[config.mk]
export PLATFORM = sky130hd
export DESIGN_NAME = serial_cla_subtractor_flat
export DESIGN_NICKNAME = d
export VERILOG_FILES = /design/src/rtl/serial_cla_subtractor_pkg.sv /design/src/rtl/serial_cla_subtractor_if.sv /design/src/rtl/serial_cla_subtractor_cla_slice4.sv /design/src/rtl/serial_cla_subtractor.sv /design/src/flat_wrapper.sv
export SDC_FILE = /design/constraint.sdc
export NUM_CORES = 1
export LEC_CHECK = 0
export CAP_MARGIN = 20
export CORE_AREA = 8 8 118 120
export CTS_CLUSTER_DIAMETER = 200
export CTS_CLUSTER_SIZE = 14
export DETAILED_ROUTE_END_ITERATION = 10
export DIE_AREA = 0 0 126 128
export HOLD_SLACK_MARGIN = 0.06
export PLACE_DENSITY = 0.86
export RECOVER_POWER = 100
export SLEW_MARGIN = 20
export SYNTH_ARGS = -nofsm -noshare
export SYNTH_HDL_FRONTEND = slang
export SYNTH_SLANG_ARGS = --single-unit
[constraint.sdc]
create_clock -name clk -period 1.51 [get_ports clk]
set_input_delay 0.453 -clock clk [delete_from_list [all_inputs] [get_ports clk]]
set_output_delay 0.453 -clock clk [all_outputs]
set_load 0.01 [all_outputs]
[src/rtl/serial_cla_subtractor_pkg.sv]
// Shared constants and FSM state type for the serial CLA subtractor.
package serial_cla_subtractor_pkg;

    localparam int unsigned WIDTH  = 32;
    localparam int unsigned SLICE  = 4;
    localparam int unsigned NSLICE = WIDTH / SLICE;
    localparam int unsigned CNT_W  = $clog2(NSLICE);

    typedef enum logic [1:0] {
        IDLE = 2'd0,
        RUN  = 2'd1,
        DONE = 2'd2
    } state_t;

endpackage

[src/rtl/serial_cla_subtractor_if.sv]
// Request/response handshake bundle for the serial CLA subtractor.
interface serial_cla_subtractor_if;
    import serial_cla_subtractor_pkg::*;

    logic             in_valid;
    logic             in_ready;
    logic [WIDTH-1:0] a;
    logic [WIDTH-1:0] b;
    logic             out_valid;
    logic             out_ready;
    logic [WIDTH-1:0] diff;
    logic             borrow;
    logic             overflow;
    logic             zero;

    // Requester side: issues operands, consumes the result.
    modport master (
        output in_valid, a, b, out_ready,
        input  in_ready, out_valid, diff, borrow, overflow, zero
    );

    // Subtractor side.
    modport slave (
        input  in_valid, a, b, out_ready,
        output in_ready, out_valid, diff, borrow, overflow, zero
    );

endinterface

[src/rtl/serial_cla_subtractor_cla_slice4.sv]
// Combinational 4-bit carry-look-ahead adder slice.
module cla_slice4 (
    input  logic [3:0] a,
    input  logic [3:0] b,
    input  logic       cin,
    output logic [3:0] sum,
    output logic       cout
);

    logic [3:0] p;
    logic [3:0] g;
    logic [4:0] c;

    // Propagate/generate terms and flattened look-ahead carries C1..C4.
    always_comb begin
        p    = a ^ b;
        g    = a & b;
        c[0] = cin;
        c[1] = g[0] | (p[0] & cin);
        c[2] = g[1] | (p[1] & g[0]) | (p[1] & p[0] & cin);
        c[3] = g[2] | (p[2] & g[1]) | (p[2] & p[1] & g[0])
             | (p[2] & p[1] & p[0] & cin);
        c[4] = g[3] | (p[3] & g[2]) | (p[3] & p[2] & g[1])
             | (p[3] & p[2] & p[1] & g[0]) | (p[3] & p[2] & p[1] & p[0] & cin);
        sum  = p ^ c[3:0];
        cout = c[4];
    end

endmodule

[src/rtl/serial_cla_subtractor.sv]
// Multi-cycle A - B: one 4-bit CLA slice per clock, valid/ready in and out.
module serial_cla_subtractor
    import serial_cla_subtractor_pkg::*;
(
    input  logic clk,
    input  logic rst,
    serial_cla_subtractor_if.slave bus
);

    state_t           state;
    state_t           state_next;
    logic [WIDTH-1:0] a_sh;
    logic [WIDTH-1:0] b_sh;
    logic [WIDTH-1:0] res_sh;
    logic             carry;
    logic             a_msb;
    logic             b_msb;
    logic [CNT_W-1:0] cnt;

    logic [SLICE-1:0] slice_sum;
    logic             slice_cout;
    logic [WIDTH-1:0] final_diff_c;
    logic             accept_c;
    logic             step_c;
    logic             last_c;
    logic             release_c;

    cla_slice4 u_cla (
        .a    (a_sh[SLICE-1:0]),
        .b    (b_sh[SLICE-1:0]),
        .cin  (carry),
        .sum  (slice_sum),
        .cout (slice_cout)
    );

    // Full result as it will look once the current slice is shifted in.
    assign final_diff_c = {slice_sum, res_sh[WIDTH-1:SLICE]};

    // State register.
    always_ff @(posedge clk) begin
        if (rst) state <= IDLE;
        else     state <= state_next;
    end

    // Next-state decode and datapath strobes.
    always_comb begin
        state_next = state;
        accept_c   = 1'b0;
        step_c     = 1'b0;
        last_c     = 1'b0;
        release_c  = 1'b0;
        case (state)
            IDLE: begin
                if (bus.in_valid) begin
                    accept_c   = 1'b1;
                    state_next = RUN;
                end
            end
            RUN: begin
                step_c = 1'b1;
                if (cnt == CNT_W'(NSLICE - 1)) begin
                    last_c     = 1'b1;
                    state_next = DONE;
                end
            end
            DONE: begin
                if (bus.out_ready) begin
                    release_c  = 1'b1;
                    state_next = IDLE;
                end
            end
            default: state_next = IDLE;
        endcase
    end

    // Operand/result shift registers, slice counter and registered outputs.
    always_ff @(posedge clk) begin
        if (rst) begin
            a_sh         <= '0;
            b_sh         <= '0;
            res_sh       <= '0;
            carry        <= 1'b0;
            a_msb        <= 1'b0;
            b_msb        <= 1'b0;
            cnt          <= '0;
            bus.in_ready <= 1'b1;
            bus.out_valid <= 1'b0;
            bus.diff     <= '0;
            bus.borrow   <= 1'b0;
            bus.overflow <= 1'b0;
            bus.zero     <= 1'b0;
        end else begin
            if (accept_c) begin
                // Subtraction as A + ~B + 1.
                a_sh         <= bus.a;
                b_sh         <= ~bus.b;
                carry        <= 1'b1;
                cnt          <= '0;
                a_msb        <= bus.a[WIDTH-1];
                b_msb        <= bus.b[WIDTH-1];
                bus.in_ready <= 1'b0;
            end
            if (step_c) begin
                a_sh   <= {SLICE'(0), a_sh[WIDTH-1:SLICE]};
                b_sh   <= {SLICE'(0), b_sh[WIDTH-1:SLICE]};
                res_sh <= final_diff_c;
                carry  <= slice_cout;
                cnt    <= cnt + CNT_W'(1);
            end
            if (last_c) begin
                bus.diff      <= final_diff_c;
                bus.borrow    <= ~slice_cout;
                bus.zero      <= (final_diff_c == '0);
                bus.overflow  <= (a_msb != b_msb) && (final_diff_c[WIDTH-1] != a_msb);
                bus.out_valid <= 1'b1;
            end
            if (release_c) begin
                bus.out_valid <= 1'b0;
                bus.in_ready  <= 1'b1;
            end
        end
    end

endmodule

[src/flat_wrapper.sv]
// flat-port wrapper written by rule: the top's interface ports become plain ports
module serial_cla_subtractor_flat import serial_cla_subtractor_pkg::*;
  (clk, rst, bus_in_valid, bus_a, bus_b, bus_out_ready, bus_in_ready, bus_out_valid, bus_diff, bus_borrow, bus_overflow, bus_zero);
  serial_cla_subtractor_if bus_i ();
  input  logic clk;
  input  logic rst;
  input wire logic [$bits(bus_i.in_valid)-1:0] bus_in_valid;
  input wire logic [$bits(bus_i.a)-1:0] bus_a;
  input wire logic [$bits(bus_i.b)-1:0] bus_b;
  input wire logic [$bits(bus_i.out_ready)-1:0] bus_out_ready;
  output wire logic [$bits(bus_i.in_ready)-1:0] bus_in_ready;
  output wire logic [$bits(bus_i.out_valid)-1:0] bus_out_valid;
  output wire logic [$bits(bus_i.diff)-1:0] bus_diff;
  output wire logic [$bits(bus_i.borrow)-1:0] bus_borrow;
  output wire logic [$bits(bus_i.overflow)-1:0] bus_overflow;
  output wire logic [$bits(bus_i.zero)-1:0] bus_zero;
  assign bus_i.in_valid = bus_in_valid;
  assign bus_i.a = bus_a;
  assign bus_i.b = bus_b;
  assign bus_i.out_ready = bus_out_ready;
  assign bus_in_ready = bus_i.in_ready;
  assign bus_out_valid = bus_i.out_valid;
  assign bus_diff = bus_i.diff;
  assign bus_borrow = bus_i.borrow;
  assign bus_overflow = bus_i.overflow;
  assign bus_zero = bus_i.zero;
  serial_cla_subtractor u_core (.clk(clk), .rst(rst), .bus(bus_i));
endmodule
# Word-level counts from Yosys, hierarchy flattened
# Index checks and enable logic that the tools add are counted.
[totals] register_bits=141 latchBits=0 ramBits=0 rom_bits=0 input_bits=68 out_inout_bits=37 n_memories=0
[op_classes] add_sub_neg=1 mul=0 n_div=0 order_cmp=0 n_eq_ne=8 n_shift=0 muxes=19 bitwise_logic=31 n_reduce_logical=7
[op_table] operator="28-bit 2-to-1 mux" count=4
[op_table] operator="32-bit zero test" count=1
[op_table] operator="32-bit inverter" count=1
[op_table] operator="1-bit AND" count=16
[op_table] operator="1-bit OR" count=10
[op_table] operator="1-bit 2-to-1 mux" count=9
[op_table] operator="4-bit bitwise XOR" count=2
[op_table] operator="2-bit 2-to-1 mux" count=3
[op_table] operator="3-bit 2-to-1 mux" count=2
[op_table] operator="2-bit one-hot mux with 3 select lines" count=1
[op_table] operator="4-bit AND" count=1
[op_table] operator="2-bit inequality test, second input constant" count=2
[op_table] operator="2-bit OR reduction" count=2
[op_table] operator="3-bit by 1-bit adder with 3-bit output, second input constant" count=1
[op_table] operator="3-bit == test, second input constant" count=1
[op_table] operator="3-bit AND reduction" count=1
[op_table] operator="2-bit by 1-bit == test with 1-bit output, second input constant" count=1
[op_table] operator="2-bit == test, second input constant" count=1
[op_table] operator="2-bit zero test" count=1
[op_table] operator="1-bit inequality test" count=2
[op_table] operator="2-bit by 1-bit inequality test with 1-bit output, second input constant" count=1
[op_table] operator="2-bit nonzero test" count=1
[op_table] operator="1-bit logical AND" count=1
[op_table] operator="1-bit inverter" count=1

# Logic depth before layout (Yosys ltp)
[logic_depth] ltp_word=8 depth_mapped=7 depth_no_buf=6

# Cells and area by module
# Synthesis repeated with hierarchy kept, for this count alone.
[hier_totals] cells_unflattened=697 area_unflattened_um2=5444.0
[by_module_without_submodules] mod="serial_cla_subtractor" instances=1 cells_per_inst=680 area_each_um2=5296.3
[by_module_without_submodules] mod="cla_slice4" instances=1 cells_per_inst=17 area_each_um2=147.6

# Worst setup path before layout
# Ideal clock, no wire load.
[synth_timing] path_type="register -> register" start="register u_core.b_sh[0]" end="register u_core.bus.overflow" t_arrival_ps=1564 path_slack_ps=-127 path_stages_with_launch=6 path_buffers=0 synth_period_minus_slack_ps=1637 cell_sequence="dfxtp_1 -> ha_1 -> a211oi_1 -> o21ai_0 -> a311o_1 -> o211ai_2"
[synth_via] elab_chain_len=7 elab_cells_between_ends=10
[synth_rtl] item="start, declared" line_no="serial_cla_subtractor.sv:13" rtl="logic [WIDTH-1:0] b_sh;"
[synth_rtl] item="start signal, assigned" line_no="serial_cla_subtractor.sv:96" rtl="b_sh <= ~bus.b;"
[synth_rtl] item="start signal, assigned" line_no="serial_cla_subtractor.sv:105" rtl="b_sh <= {SLICE'(0), b_sh[WIDTH-1:SLICE]};"
[synth_rtl] item="4-bit AND / 4-bit bitwise XOR (equally long branches)" line_no="serial_cla_subtractor_cla_slice4.sv:17, serial_cla_subtractor_cla_slice4.sv:16"
[synth_rtl] item="1-bit AND (on tied branches)" line_no="serial_cla_subtractor_cla_slice4.sv:21, serial_cla_subtractor_cla_slice4.sv:22"
[synth_rtl] item="1-bit OR / 1-bit AND (equally long branches)" line_no="serial_cla_subtractor_cla_slice4.sv:21, serial_cla_subtractor_cla_slice4.sv:22"
[synth_rtl] item="1-bit OR (*)" line_no="serial_cla_subtractor_cla_slice4.sv:22" rtl="| (p[2] & p[1] & p[0] & cin);"
[synth_rtl] item="4-bit bitwise XOR (*)" line_no="serial_cla_subtractor_cla_slice4.sv:25" rtl="sum = p ^ c[3:0];"
[synth_rtl] item="1-bit inequality test (*)" line_no="serial_cla_subtractor.sv:114" rtl="bus.overflow <= (a_msb != b_msb) && (final_diff_c[WIDTH-1] != a_msb);"
[synth_rtl] item="1-bit logical AND (*)" line_no="serial_cla_subtractor.sv:114"
[synth_rtl] item="end signal, assigned" line_no="serial_cla_subtractor.sv:114"
[synth_rtl] item="end, declared" line_no="serial_cla_subtractor_if.sv:25" rtl="output in_ready, out_valid, diff, borrow, overflow, zero"
# Mark *: on every way between the ends. The rest lies on a longest branch, timed or not.
# A chain may end at the register's enable or synchronous reset.

# Final worst setup path
[layout_timing] start="register u_core.carry" end="register u_core.bus.zero"
[layout_via] elab_chain_len=4 elab_cells_between_ends=8
[layout_rtl] item="start, declared" line_no="serial_cla_subtractor.sv:15" rtl="logic carry;"
[layout_rtl] item="start signal, assigned" line_no="serial_cla_subtractor.sv:107" rtl="carry <= slice_cout;"
[layout_rtl] item="1-bit AND (on tied branches)" line_no="serial_cla_subtractor_cla_slice4.sv:19, serial_cla_subtractor_cla_slice4.sv:20, serial_cla_subtractor_cla_slice4.sv:22"
[layout_rtl] item="1-bit OR (on tied branches)" line_no="serial_cla_subtractor_cla_slice4.sv:19, serial_cla_subtractor_cla_slice4.sv:20, serial_cla_subtractor_cla_slice4.sv:22"
[layout_rtl] item="4-bit bitwise XOR (*)" line_no="serial_cla_subtractor_cla_slice4.sv:25"
[layout_rtl] item="32-bit zero test (*)" line_no="serial_cla_subtractor.sv:113" rtl="bus.zero <= (final_diff_c == '0);"
[layout_rtl] item="end signal, assigned" line_no="serial_cla_subtractor.sv:113"
[layout_rtl] item="end, declared" line_no="serial_cla_subtractor_if.sv:25"
# Marked as above.

==> metrics <==
status=finished with violations; violated checks=negative setup slack; largest net degree at the start of global routing=42; Gate Count Post-Synth=704; WS Path Type=flip-flop to flip-flop; crit path max fanout=2; Slowest cell on crit path=fa_1; worst setup margin=-284 ps; Area Growth Syn to Fin=43.6%; ratio of cells with drive above 1 in the final layout=15.6%; Synth area leaders=dfxtp_1 49%, nand2_1 16%, a21oi_1 9.1%; Yosys cell types=45; row count=41; worst rel slew slack=68.8%; largest family of logic cells by synthesized area=simple AND/OR/NAND/NOR gates; initial core utilization=45.7%; simple-gate portion of the synthesized area=24.1%; Die H=128 um; post-route ant nets=0; clk_skew=5.40 ps; number of synthesized register bits=137; Synth Area in XOR/XNOR=0.157%; Synth area leader=dfxtp_1; first-pass GRT wire length=24.6 mm; CTS clock-pin slew for the worst setup and hold paths=60 ps; initial antenna violation count=0; I/O pin total=105; GPL Wtd Cong=0.850; Synth top area share=49.2%; CTS tree=done; TritonRoute pass-1 iters=5; final net count=902; async set-reset flop share out of synthesis=0%; placed inst area=7000 um2; full die area=16,100 um2; Compound-Gate Fraction of Synth Area=19.9%; total CTS buffers=17; Skew-Pair Late Insertion Delay=420 ps; Critical Path AT=2150 ps; vias in the first global route=5,207; final-report setup violation count=26; CTS max path bufs=2; mapped cell area=5570 um2; mux cell area share after synthesis=0%; Initial DRC Count=420; CP startpoint=u_core.carry$_SDFFE_PP0P_; Critical Path Max Stage Delay=610 ps; final wirelength=15.8 mm; Post-synth EDFFs=0; worst reg-to-reg setup slack=-280 ps; hold wc startpoint=rst; Overflow after GRT=0; top_reg_cell synth=dfxtp_1; Die X=126 um; number of vias per cell=5.48; drt wl/cell=15.9 um; static leakage power=3.01 nW; fin area=8000 um2; Yosys warnings=0; commonest non-fill, non-tap cell in the layout=nand2_1; core area=12,200 um2; adder-cell share of the synthesized area=1.71%; Max-Cap Viols=0; Final Hold Fails=0; fmax=0.557 GHz; CP Launch Type=flip-flop; crit share post-route=119%; min Tclk post-route=1790 ps; Setup crit end kind=flip-flop; gr usage total=18.6%; post-DP HPWL=9.72 mm; PwrDens=1210 nW/um2; Peak VDD IR=0.798 mV; HP Class=primary input to flip-flop; Slew Limit Fails=0; Port Buffers=104; sequential share of the synthesized area=49.2%; residual DRC count=0; post-layout util=65.6%; Net Count, Synth=779; CTS H-tree depth=4; Num Clock Sinks=137; Crit Reg-Reg Startpoint=u_core.carry$_SDFFE_PP0P_; antenna cells=0; crit-path cells=inv_2 -> fa_1 -> nor4b_4 -> and4_1 -> o2111ai_2 -> o21ai_1; Critical Path RT=1860 ps; CTS root buf=clkbuf_16; Mean Syn Cell Area=7.92 um2; Worst-Margin Slew=456 ps; unrepaired setup endpoints after global routing=yes; vias post-DR=5,430; commonest non-fill, non-tap cells in the layout=234 x nand2_1, 131 x dfxtp_1, 98 x a21oi_1
[cell usage after synthesis, types with 2 or more instances]
cell type and number:
nand2_1 241, dfxtp_1 137, a21oi_1 101, nor2_1 47, clkbuf_1 36, a311oi_1 29
o211ai_1 28, buf_2 15, a211oi_1 7, ha_1 6, nand3_1 5, nand2b_1 4
nor4_1 4, buf_6 3, inv_1 3, nand4_1 3, o21ai_0 3, a21o_1 2
and4b_1 2, buf_1 2, buf_4 2
[final cells by class]
| class | instances | area [um2] |
|---|---|---|
| fill | 986 | 4210 |
| inverter | 3 | 11.3 |
| clock inverter | 10 | 189 |
| clock buffer | 22 | 484 |
| timing repair buffer | 162 | 1680 |
| tap | 150 | 188 |
| multi-input combinational | 506 | 2710 |
| sequential | 137 | 2750 |
[state kept, by name, summed over array words and instances (netlist names)]
signal and cells:
u_core.a_msb 1, u_core.b_msb 1, u_core.bus.overflow 1, u_core.bus.out_valid 1, u_core.state 2, u_core.bus.zero 1, u_core.res_sh 28, u_core.carry 1
u_core.a_sh 32, u_core.bus.in_ready 1, u_core.cnt 3, u_core.bus.diff 32, u_core.bus.borrow 1, u_core.b_sh 32
[logic make-up after synthesis]
kind of cell               after synthesis
AOI/OAI and AO/OA                      176
xor gates and xnor gates                 1
adders and majority gates                7
buffers and inverters                   61
DFF                                    137
and+or+nand+nor                        322
[worst max-delay path, delay by kind of cell (launching register included)]
kind                       cells  cell delay (ps)
DFF                            1              340
AOI/OAI and AO/OA              2              260
adders and majority gates      1              610
buffers and inverters          1               50
and+or+nand+nor                2              480
[per-layer routing]
layer	wire length, um	track usage [%]	share of wire [%]	vias to the layer above
li1	-	-	-	2667
met1	6520	20.8	41	2576
met2	8020	32.4	51	162
met3	911	5.62	5.8	25
met4	331	7.64	2.1	0
met5	0	0	0	-
[power breakdown]
group	leakage [nW]	switching, mW	total, mW	internal, mW
Clock	0.315	1.55	4.66	3.11
Sequential	1.12	0.113	3.89	3.78
Combinational	1.58	0.563	1.16	0.597
[path summary, 6_finish.rpt]
kind	end	depth (start not counted)
setup / recovery	u_core.bus.zero$_SDFFE_PP0P_	6
hold / removal	u_core.bus.overflow$_SDFFE_PP0P_	3
setup reg to reg	u_core.bus.zero$_SDFFE_PP0P_	6
hold reg to reg	u_core.bus.diff[1]$_SDFFE_PP0P_	2
[what timing repair did]
item,CTS,global route
pin swaps,9,27
setup buffers,4,4
hold buffers,0,0
resized for setup,60,56
cloned,3,4
hold endpoints to repair,0,0
endpoints found under the setup margin,89,73
[per-stage QoR]
step	setup TNS (ps)	cells	total power [mW]	hold WS, ps	setup WS, ps
4_1_cts	-482	983	9.65	408	-235
5_1_grt	-6160	990	10.0	425	-406
3_5_place_dp	-29350	944	4.94	443	-500
3_3_place_gp	-25970	944	4.92	442	-429
6_report	-1210	990	9.72	424	-284
2_1_floorplan	-34.6	704	4.50	432	-24.1
No activity file was read; power rests on OpenSTA's default activity.
